<file path="src/rtl/cdb_arbiter.sv">
// cdb_arbiter
// Arbitrates the single common data bus among the four execution pipes
// (add ALU, mul, div, branch). Each pipe pushes completed results into a
// private circular FIFO. Each cycle the oldest buffered head, chosen by
// wrap-safe inst_num comparison, is broadcast on the registered CDB outputs.
//
// Ports
//   clk, reset          : clock, asynchronous active-high reset
//   flush               : synchronous; drops all buffered results and the broadcast
//   <pipe>_valid        : pipe offers a result (pipe = add, mul, div, br)
//   <pipe>_ready        : FIFO can accept a result this cycle (registered count only)
//   <pipe>_phy_reg/_data/_inst_num : result fields
//   cdb_valid/_phy_reg/_data/_inst_num/_src : registered broadcast (src 0 add .. 3 br)

module cdb_arbiter #(
  parameter int DEPTH = 2
) (
  input  logic        clk,
  input  logic        reset,
  input  logic        flush,
  input  logic        add_valid,
  input  logic        mul_valid,
  input  logic        div_valid,
  input  logic        br_valid,
  output logic        add_ready,
  output logic        mul_ready,
  output logic        div_ready,
  output logic        br_ready,
  input  logic [7:0]  add_phy_reg,
  input  logic [7:0]  mul_phy_reg,
  input  logic [7:0]  div_phy_reg,
  input  logic [7:0]  br_phy_reg,
  input  logic [31:0] add_data,
  input  logic [31:0] mul_data,
  input  logic [31:0] div_data,
  input  logic [31:0] br_data,
  input  logic [31:0] add_inst_num,
  input  logic [31:0] mul_inst_num,
  input  logic [31:0] div_inst_num,
  input  logic [31:0] br_inst_num,
  output logic        cdb_valid,
  output logic [7:0]  cdb_phy_reg,
  output logic [31:0] cdb_data,
  output logic [31:0] cdb_inst_num,
  output logic [1:0]  cdb_src
);

  localparam int PW = (DEPTH > 1) ? $clog2(DEPTH) : 1;
  localparam int CW = PW + 1;
  localparam logic [CW-1:0] DEPTH_C = CW'(DEPTH);

  // Requester inputs gathered into arrays indexed by cdb_src encoding.
  logic [3:0]  inValid;
  logic [7:0]  inPhy  [4];
  logic [31:0] inData [4];
  logic [31:0] inInst [4];

  assign inValid = {br_valid, div_valid, mul_valid, add_valid};
  assign inPhy[0]  = add_phy_reg;
  assign inPhy[1]  = mul_phy_reg;
  assign inPhy[2]  = div_phy_reg;
  assign inPhy[3]  = br_phy_reg;
  assign inData[0] = add_data;
  assign inData[1] = mul_data;
  assign inData[2] = div_data;
  assign inData[3] = br_data;
  assign inInst[0] = add_inst_num;
  assign inInst[1] = mul_inst_num;
  assign inInst[2] = div_inst_num;
  assign inInst[3] = br_inst_num;

  // FIFO state and storage.
  logic [PW-1:0] wrPtr_q [4];
  logic [PW-1:0] wrPtr_d [4];
  logic [PW-1:0] rdPtr_q [4];
  logic [PW-1:0] rdPtr_d [4];
  logic [CW-1:0] count_q [4];
  logic [CW-1:0] count_d [4];
  logic [7:0]    memPhy  [4][DEPTH];
  logic [31:0]   memData [4][DEPTH];
  logic [31:0]   memInst [4][DEPTH];

  // Broadcast registers.
  logic        cdbValid_q, cdbValid_d;
  logic [7:0]  cdbPhy_q, cdbPhy_d;
  logic [31:0] cdbData_q, cdbData_d;
  logic [31:0] cdbInst_q, cdbInst_d;
  logic [1:0]  cdbSrc_q, cdbSrc_d;

  logic [3:0]  ready;
  logic [3:0]  push;
  logic [3:0]  pop;
  logic [7:0]  headPhy  [4];
  logic [31:0] headData [4];
  logic [31:0] headInst [4];

  logic        winValid;
  logic [1:0]  winIdx;
  logic [31:0] winInst;
  logic signed [31:0] ageDiff;

  // Ready looks only at the registered count, so a full FIFO refuses a push
  // even when it is being popped on the same edge.
  always_comb begin
    ready = '0;
    push  = '0;
    for (int i = 0; i < 4; i++) begin
      ready[i]    = (count_q[i] < DEPTH_C);
      push[i]     = inValid[i] & ready[i] & ~flush;
      headPhy[i]  = memPhy[i][rdPtr_q[i]];
      headData[i] = memData[i][rdPtr_q[i]];
      headInst[i] = memInst[i][rdPtr_q[i]];
    end
  end

  assign add_ready = ready[0];
  assign mul_ready = ready[1];
  assign div_ready = ready[2];
  assign br_ready  = ready[3];

  // Oldest-first selection. Scanning br down to add and replacing only on a
  // strictly older tag makes equal tags resolve br > div > mul > add.
  // The signed difference keeps the compare correct across inst_num wrap.
  always_comb begin
    winValid = 1'b0;
    winIdx   = 2'd3;
    winInst  = '0;
    ageDiff  = '0;
    for (int i = 3; i >= 0; i--) begin
      if (count_q[i] != '0) begin
        ageDiff = $signed(headInst[i] - winInst);
        if (!winValid || (ageDiff < 0)) begin
          winValid = 1'b1;
          winIdx   = 2'(i);
          winInst  = headInst[i];
        end
      end
    end
  end

  // Pointer and count update; flush clears everything and suppresses both
  // pushes and the pop.
  always_comb begin
    pop = '0;
    for (int i = 0; i < 4; i++) begin
      pop[i]     = winValid & (winIdx == 2'(i)) & ~flush;
      wrPtr_d[i] = wrPtr_q[i];
      rdPtr_d[i] = rdPtr_q[i];
      count_d[i] = count_q[i];
      if (flush) begin
        wrPtr_d[i] = '0;
        rdPtr_d[i] = '0;
        count_d[i] = '0;
      end else begin
        if (push[i]) wrPtr_d[i] = wrPtr_q[i] + PW'(1);
        if (pop[i])  rdPtr_d[i] = rdPtr_q[i] + PW'(1);
        if (push[i] && !pop[i])      count_d[i] = count_q[i] + CW'(1);
        else if (!push[i] && pop[i]) count_d[i] = count_q[i] - CW'(1);
      end
    end
  end

  // Output fields load only on a real broadcast and otherwise hold.
  always_comb begin
    cdbValid_d = 1'b0;
    cdbPhy_d   = cdbPhy_q;
    cdbData_d  = cdbData_q;
    cdbInst_d  = cdbInst_q;
    cdbSrc_d   = cdbSrc_q;
    if (!flush && winValid) begin
      cdbValid_d = 1'b1;
      cdbPhy_d   = headPhy[winIdx];
      cdbData_d  = headData[winIdx];
      cdbInst_d  = headInst[winIdx];
      cdbSrc_d   = winIdx;
    end
  end

  always_ff @(posedge clk or posedge reset) begin
    if (reset) begin
      for (int i = 0; i < 4; i++) begin
        wrPtr_q[i] <= '0;
        rdPtr_q[i] <= '0;
        count_q[i] <= '0;
      end
      cdbValid_q <= 1'b0;
      cdbPhy_q   <= '0;
      cdbData_q  <= '0;
      cdbInst_q  <= '0;
      cdbSrc_q   <= '0;
    end else begin
      for (int i = 0; i < 4; i++) begin
        wrPtr_q[i] <= wrPtr_d[i];
        rdPtr_q[i] <= rdPtr_d[i];
        count_q[i] <= count_d[i];
      end
      cdbValid_q <= cdbValid_d;
      cdbPhy_q   <= cdbPhy_d;
      cdbData_q  <= cdbData_d;
      cdbInst_q  <= cdbInst_d;
      cdbSrc_q   <= cdbSrc_d;
    end
  end

  // Storage needs no reset: entries are only read once count says they exist.
  always_ff @(posedge clk) begin
    for (int i = 0; i < 4; i++) begin
      if (push[i]) begin
        memPhy[i][wrPtr_q[i]]  <= inPhy[i];
        memData[i][wrPtr_q[i]] <= inData[i];
        memInst[i][wrPtr_q[i]] <= inInst[i];
      end
    end
  end

  assign cdb_valid    = cdbValid_q;
  assign cdb_phy_reg  = cdbPhy_q;
  assign cdb_data     = cdbData_q;
  assign cdb_inst_num = cdbInst_q;
  assign cdb_src      = cdbSrc_q;

endmodule

</file>
<file path="config.mk">
export PLATFORM = sky130hd
export DESIGN_NAME = cdb_arbiter
export DESIGN_NICKNAME = d
export VERILOG_FILES = /design/src/rtl/cdb_arbiter.sv
export SDC_FILE = /design/constraint.sdc
export NUM_CORES = 1
export LEC_CHECK = 0
export ABC_AREA = 0
export CAP_MARGIN = 40
export CORE_UTILIZATION = 45
export DETAILED_ROUTE_END_ITERATION = 10
export GPL_TIMING_DRIVEN = 0
export PLACE_DENSITY = 0.71
export SLEW_MARGIN = 20
export SYNTH_ARGS = -nofsm -noshare
export SYNTH_HDL_FRONTEND = slang
export SYNTH_SLANG_ARGS = --single-unit
</file>
<file path="constraint.sdc">
create_clock -name clk -period 19.95 [get_ports clk]
set_clock_uncertainty 0.15 [all_clocks]
set_input_delay 2.9925 -clock clk [delete_from_list [all_inputs] [get_ports clk]]
set_output_delay 2.9925 -clock clk [all_outputs]
set_load 0.01 [all_outputs]
</file>
Yosys cells after proc, flatten, opt, wreduce, memory -nomap -nowiden:

Memories as Yosys holds them, arrays and structs flattened.
Cells that the tools add are included.

* order comparisons: 20
* mux-type cells: 120
* reduce and logical (&&, ||, !) cells: 45
* equality and inequality tests: 3
* add/subtract/negate cells: 19
* bitwise logic cells: 26

Operators with widths (count)
* 32-bit two-way mux: 37
* 64-bit two-way mux: 4
* 8-bit two-way mux: 18
* 32-bit binary-select mux with 2-bit select: 2
* 32-bit demux with 1-bit select: 4
* 32-bit by 1-bit less-than comparator with 1-bit output, second input constant: 3
* 32-bit subtractor: 3
* 16-bit two-way mux: 4
* 8-bit demux with 1-bit select: 4
* 2-bit two-way mux: 16
* 1-bit two-way mux: 30
* 2-bit nonzero test: 12
* 1-bit AND: 16
* 8-bit binary-select mux with 2-bit select: 1
* 2-bit greater-or-equal comparator, second input constant: 8
* 1-bit NOT with 2-bit output: 8
* 1-bit logical AND: 13
* 1-bit logical NOT: 12
* 3-bit nonzero test: 4
* 1-bit adder, second input constant: 8
* 2-bit by 1-bit adder with 2-bit output, second input constant: 4
* 2-bit by 1-bit less-than comparator with 1-bit output, second input constant: 4
* 2-bit less-than comparator, second input constant: 4
* 2-bit by 1-bit subtractor with 2-bit output, second input constant: 4
* 7 further kinds: 10

* memories kept: 3
* input bits: 295
* output and inout bits: 79
* register bits after elaboration: 91
* memory bits (writable): 576
* logic and storage cells: 253

Memory list
* memData: depth 4, bits a word 64, read ports 4, clocked after Yosys merged registers in 0, wr ports 4, line 80 `logic [31:0] memData [4][DEPTH];`
* memInst: depth 4, bits a word 64, read ports 4, clocked after Yosys merged registers in 0, wr ports 4, line 81 `logic [31:0] memInst [4][DEPTH];`
* memPhy: depth 4, bits a word 16, read ports 4, clocked after Yosys merged registers in 0, wr ports 4, line 79 `logic [7:0] memPhy [4][DEPTH];`

Logic depth before layout (Yosys ltp):

* depth after elaboration: 27
* gate-level depth with buffers: 45
* depth with buffers taken out: 36

Least setup slack after synthesis:

OpenSTA, ideal clock, no wires.

* path type: flip-flop to flip-flop
* start point: reg rdPtr_q[1] in the netlist's numbering
* end point: reg cdbData_q[30] (netlist: cdb_data[30])
* path slack: 10.030 ns
* arrival: 9.634 ns
* stages on the path, launching flop included: 45
* data required time: 19.664 ns
* buffers on the path: 9
* setup time: 0.136 ns
* path through: dfrtp_1 buf_2 buf_1 mux2_2 ha_1 and4_4 a221o_1 a211oi_2 a31oi_2 o211a_1 nor3_1 clkbuf_1 clkbuf_1 nor2_1 a21oi_1 ha_1 a211oi_1 o21ai_0 [9 not listed] nand2_1 o21ai_0 ha_1 a21o_1 a21o_1 a21o_1 a21o_1 a221oi_1 o21bai_1 nor2_1 nand2_1 mux2i_1 nor4_2 o31a_1 buf_2 buf_2 a221oi_1 o21ai_0

* longest elaborated chain between the ends: 23
* elaborated cells between the ends (all ways): 39
* classes of those cells: add/sub: 3; order compare: 3; mux: 25; bitwise: 2; reduce/logical: 6

Ends and longest elaborated chain
* start: declaration: line 75 `logic [PW-1:0] rdPtr_q [4];`
* start signal: indexed assignment: line 194 `rdPtr_q[i] <= rdPtr_d[i];`
* 1-bit NOT with 2-bit output (implied by the code) *: line 111, 112
* 32-bit two-way mux (implied by the code) (3 in series): line 112 `headInst[i] = memInst[i][rdPtr_q[i]];`
* 32-bit subtractor: line 131 `ageDiff = $signed(headInst[i] - winInst);`
* 32-bit by 1-bit less-than comparator with 1-bit output: line 132 `if (!winValid || (ageDiff < 0)) begin`
* 1-bit logical OR: line 132
* 32-bit two-way mux: line 132
* 32-bit two-way mux: line 130 `if (count_q[i] != '0) begin`
* 32-bit subtractor: line 131
* [4 not listed]
* 32-bit subtractor: line 131
* 32-bit by 1-bit less-than comparator with 1-bit output: line 132
* 1-bit logical OR: line 132
* 2-bit two-way mux: line 132
* 2-bit two-way mux: line 130
* 2-bit NOT with 3-bit output (implied by the code): line 173 `cdbData_d = headData[winIdx];`
* 32-bit binary-select mux with 2-bit select: line 173
* 32-bit two-way mux (implied by the code) (2 in series): line 173
* end signal: assignment: line 199 `cdbData_q <= cdbData_d;`
* end: declaration: line 86 `logic [31:0] cdbData_q, cdbData_d;`

Mark *: on every way between the ends. The rest lies on a longest branch, timed or not. The select of a mux whose other input is x is not followed.
A chain may end at the register's enable or synchronous reset.

Worst setup path in the final report:

* start point: reg rdPtr_q[0] in the netlist's numbering
* end point: reg cdbPhy_q[5] (netlist: cdb_phy_reg[5])

* longest elaborated chain between the ends: 24
* elaborated cells between the ends (all ways): 40
* classes of those cells: add/sub: 3; order compare: 3; mux: 26; bitwise: 2; reduce/logical: 6

Ends and longest elaborated chain
* 1-bit NOT with 2-bit output (implied by the code) *: line 110, 112
* 32-bit two-way mux (implied by the code) (3 in series): line 112
* 32-bit two-way mux: line 130
* 32-bit subtractor: line 131
* 32-bit by 1-bit less-than comparator with 1-bit output: line 132
* 1-bit logical OR: line 132
* 32-bit two-way mux: line 132
* 32-bit two-way mux: line 130
* [5 not listed]
* 32-bit subtractor: line 131
* 32-bit by 1-bit less-than comparator with 1-bit output: line 132
* 1-bit logical OR: line 132
* 2-bit two-way mux: line 132
* 2-bit two-way mux: line 130
* 2-bit NOT with 3-bit output (implied by the code): line 172 `cdbPhy_d = headPhy[winIdx];`
* 8-bit binary-select mux with 2-bit select: line 172
* 8-bit two-way mux (implied by the code) (2 in series): line 172
* end signal: assignment: line 198 `cdbPhy_q <= cdbPhy_d;`
* end: declaration: line 85 `logic [7:0] cdbPhy_q, cdbPhy_d;`

Marks and branches as above.

==> metrics.log <==
[metrics] CTS clock-pin slew for the worst setup and hold paths: 60 ps
[metrics] Critical Path Source Type: flip-flop
[metrics] met3 Usage GRT: 0.0462
[metrics] FFs w/ async S/R, synth: 0.136
[metrics] synthesized netlist net count: 2500
[metrics] Most used DFF post-synth: edfxtp_1
[metrics] layer carrying the most global-route usage: met2
[metrics] termination of the worst setup path: cdb_phy_reg[5]
[metrics] flip-flop and latch area: between 0.015 and 0.02 mm2
[metrics] max-cap viol count: 0
[metrics] commonest cells after routing, fill and taps aside: 576 x edfxtp_1, 372 x clkdlybuf4s50_1, 210 x nor2_1
[metrics] number of setup violations in the final report: 0
[metrics] Synth area leaders: edfxtp_1 59%, dfrtp_1 7.7%, mux2_2 6.0%
[metrics] drt initial violations: 1816
[metrics] maximum buffer depth of the clock tree: 3
[metrics] portion of netlist area occupied by mux cells: 0.106
[metrics] Yosys warning total: 0
[metrics] met2 Usage GRT: 0.435
[metrics] 1st-pass router iterations: 6
[metrics] via count normalized by instance count: approximately 5.7
[metrics] CTS tree: done
[metrics] global-route wire length before repair: 127000 um
[metrics] Starting Density: 0.457
[metrics] number of global-route vias before repair: 20200
[metrics] register bit total from synthesis: 667
[metrics] DPL Wire Length: 67600 um
[metrics] area of the multi-input gates: 0.00929 mm2
[metrics] destination of the worst register-to-register timing path: cdb_phy_reg[5]
[metrics] required time of the critical path: approximately 20000 ps
[metrics] fill cell total of the finished layout: 5090
[metrics] die span in y: 258 um
[metrics] worst hold margin: 333 ps
[metrics] number of CTS-inserted buffers: 71
[metrics] Critical Path Slowest Stage Cell: nor3_1
[metrics] DR DRC count: 0
[metrics] cell accounting for the most synthesized area: edfxtp_1
[metrics] Resized cells post-CTS: 0
[metrics] Post-Synthesis Cells: 2116
[metrics] Post-Layout Cell Count: 3566
[metrics] fin nets: 3029
[metrics] fraction of the mapped netlist area in simple logic gates: 0.0703
[metrics] Boundary Pins: 374
[metrics] post-layout total power: just under 0.006 W
[metrics] status: complete, no violations
[metrics] synthesis-to-finish area growth: 27.1%
[metrics] fraction of layout instances using a drive strength above 1: 0.146
[metrics] total track usage: 0.261
[metrics] area of the die: 0.0666 mm2
[metrics] clk root buf: clkbuf_16
[metrics] most common library cell in the layout ignoring fill and taps: edfxtp_1
[metrics] vias: 20300
[metrics] portion of the post-synthesis area used by sequential elements: 0.664
[metrics] setup TNS: 0 ps
[metrics] Data arrival, critical path: 14630 ps
[metrics] beginning of the worst register-to-register path: rdPtr_q[0]
[metrics] Post-synth EDFFs: 576
[metrics] final critical delay including setup and external delays: 14250 ps
[metrics] syn avg cell area: 13.9 um2
[metrics] sum of overflow across all layers after global routing: 0
[metrics] Inst Count DP: approximately 3400
[metrics] critical path startpoint: rdPtr_q[0]
[metrics] wire length per cell after detailed routing: 24.8 um
[metrics] start-to-end type of the worst setup path: reg2reg
[metrics] biggest fanout along the worst timing path: 10
[metrics] max incr delay on CP: ~710 ps
[metrics] RSZ-0062 raised after global routing: no
[metrics] worst vdd ir: 0.0914 mV
[metrics] fin crit share: 0.714
[metrics] largest family of logic cells by synthesized area: multiplexers
[metrics] Worst setup EP type: flip-flop
[metrics] worst min-delay path category: reg2reg
[metrics] number of distinct library cells after synthesis: 72
[metrics] buffers inserted during post-CTS setup optimization: 0
[metrics] wire length reported by the detailed router: between 80000 and 90000 um
[metrics] pwr dens: around 160 mW/mm2
[metrics] clk sink count: approximately 670
[metrics] synthesized-area fraction occupied by adder cells: 0.0378
[metrics] upper clock frequency limit: 0.0702 GHz
[metrics] final number of hold-violating endpoints: 0
[metrics] number of buffers added on ports: approximately 370
[metrics] reg-to-reg setup timing slack: between 5000 and 6000 ps
[metrics] horizontal extent of the die: between 200 and 300 um
[metrics] number of hold buffers added after CTS: 0
[metrics] Layout Utilization: 0.581
[metrics] mapped cell area: 0.0295 mm2
[metrics] synthesized-area fraction occupied by xor and xnor cells: 0.00475
[metrics] Site Rows: 93
[metrics] Core Footprint: 0.0646 mm2
[metrics] initial antenna violation count: 15
[metrics] relative max-transition margin: 0.409
[metrics] synthesized-area fraction occupied by ao, oa, aoi and oai cells: 0.0951
[metrics] met1 Track Usage GR: 0.344
[metrics] largest net degree at the start of global routing: approximately 50
[metrics] global placement routability congestion: around 0.93
[metrics] cell leakage power: 13.4 nW
[metrics] deepest level of the CTS H-tree: 3
[metrics] Worst-Skew Late Latency: between 600 and 700 ps
[metrics] reg2reg path depth: 44
[metrics] Routed Antenna Nets: 0
[metrics] final-report max-slew violation count: 0
[metrics] actual transition at the worst max-transition pin: approximately 900 ps
[metrics] share of the synthesized area in the top cell type: 0.586
[kinds of logic (layout without fill, tap and decap cells)]
family,Yosys count,count (layout)
compound gates,418,418
xor+xnor,16,16
fa+ha+maj,89,89
buf+inv,165,752
flops,667,667
mux,292,292
other cells,0,8
simple gates,469,469
[cells in the mapped netlist, types with 8 or more instances]
cell and number:
edfxtp_1 576, inv_1 41, a221oi_1 25, dfrtp_1 91, buf_1 22, ha_1 89, a211oi_1 64, a311oi_1 24
nand3_1 9, mux2_2 157, o21ai_1 15, a21oi_1 95, o21ai_0 98, nand2_1 141, nand4_1 13, nor2b_1 33
or2_2 8, a21o_1 14, xnor2_1 13, nor2_1 210, nor3_1 16, o31ai_1 18, a32oi_1 24, clkbuf_1 82
mux2i_1 134, buf_2 13
[how the worst min path moves through the flow]
stage                           startpoint               end  slack (ps)  cells past startpoint
after floorplan           cdb_inst_num[10]  cdb_inst_num[10]         370                      2
after global placement         cdb_data[0]       cdb_data[0]         320                      2
after detailed placement       cdb_data[0]       cdb_data[0]         320                      2
after CTS                      cdb_data[0]       cdb_data[0]         330                      2
after global routing            cdb_src[1]        cdb_src[1]         370                      2
final                          cdb_data[0]       cdb_data[0]         330                      2
[per-layer routing]
layer  up-vias  part of all wire  routed length (um)
met5         -           0.00096                  85
met3       137             0.076                6680
li1       9147                 -                   -
met4        12             0.027                2420
met2       882              0.48               42800
met1     10100              0.41               36300
[metrics by stage]
step / cell area, um2 / worst slack, ps
finish: 37500 / 5700
global placement: 34300 / 5350
detailed placement: 35100 / 5500
floorplan: 29500 / 10030
global route: 37500 / 5000
CTS: 37400 / 5430
[power breakdown]
part	internal [W]	switching (W)	leakage [nW]
sequential	0.00173	0.0000949	6.40
clock	0.000778	0.000544	1.13
combinational	0.00103	0.00170	5.85
[worst max-delay path, delay by kind of cell (launching register included)]
family | cells | cell delay (ps)
fa+ha+maj | 3 | 910
simple gates | 13 | 3240
mux | 2 | 740
flops | 1 | 320
compound gates | 17 | 4080
buf+inv | 9 | 4660
[layout make-up]
class / count / share of cell area
multi-input combinational: 1284 / 0.248
buffer: 123 / 0.0137
timing repair buffer: 456 / 0.120
inverter: 42 / 0.00434
clock inverter: 28 / 0.00871
sequential: 667 / 0.522
antenna: 8 / 0.000534
tap: 855 / 0.0285
clock buffer: 103 / 0.0541
Power figures use the tool's default switching activity.
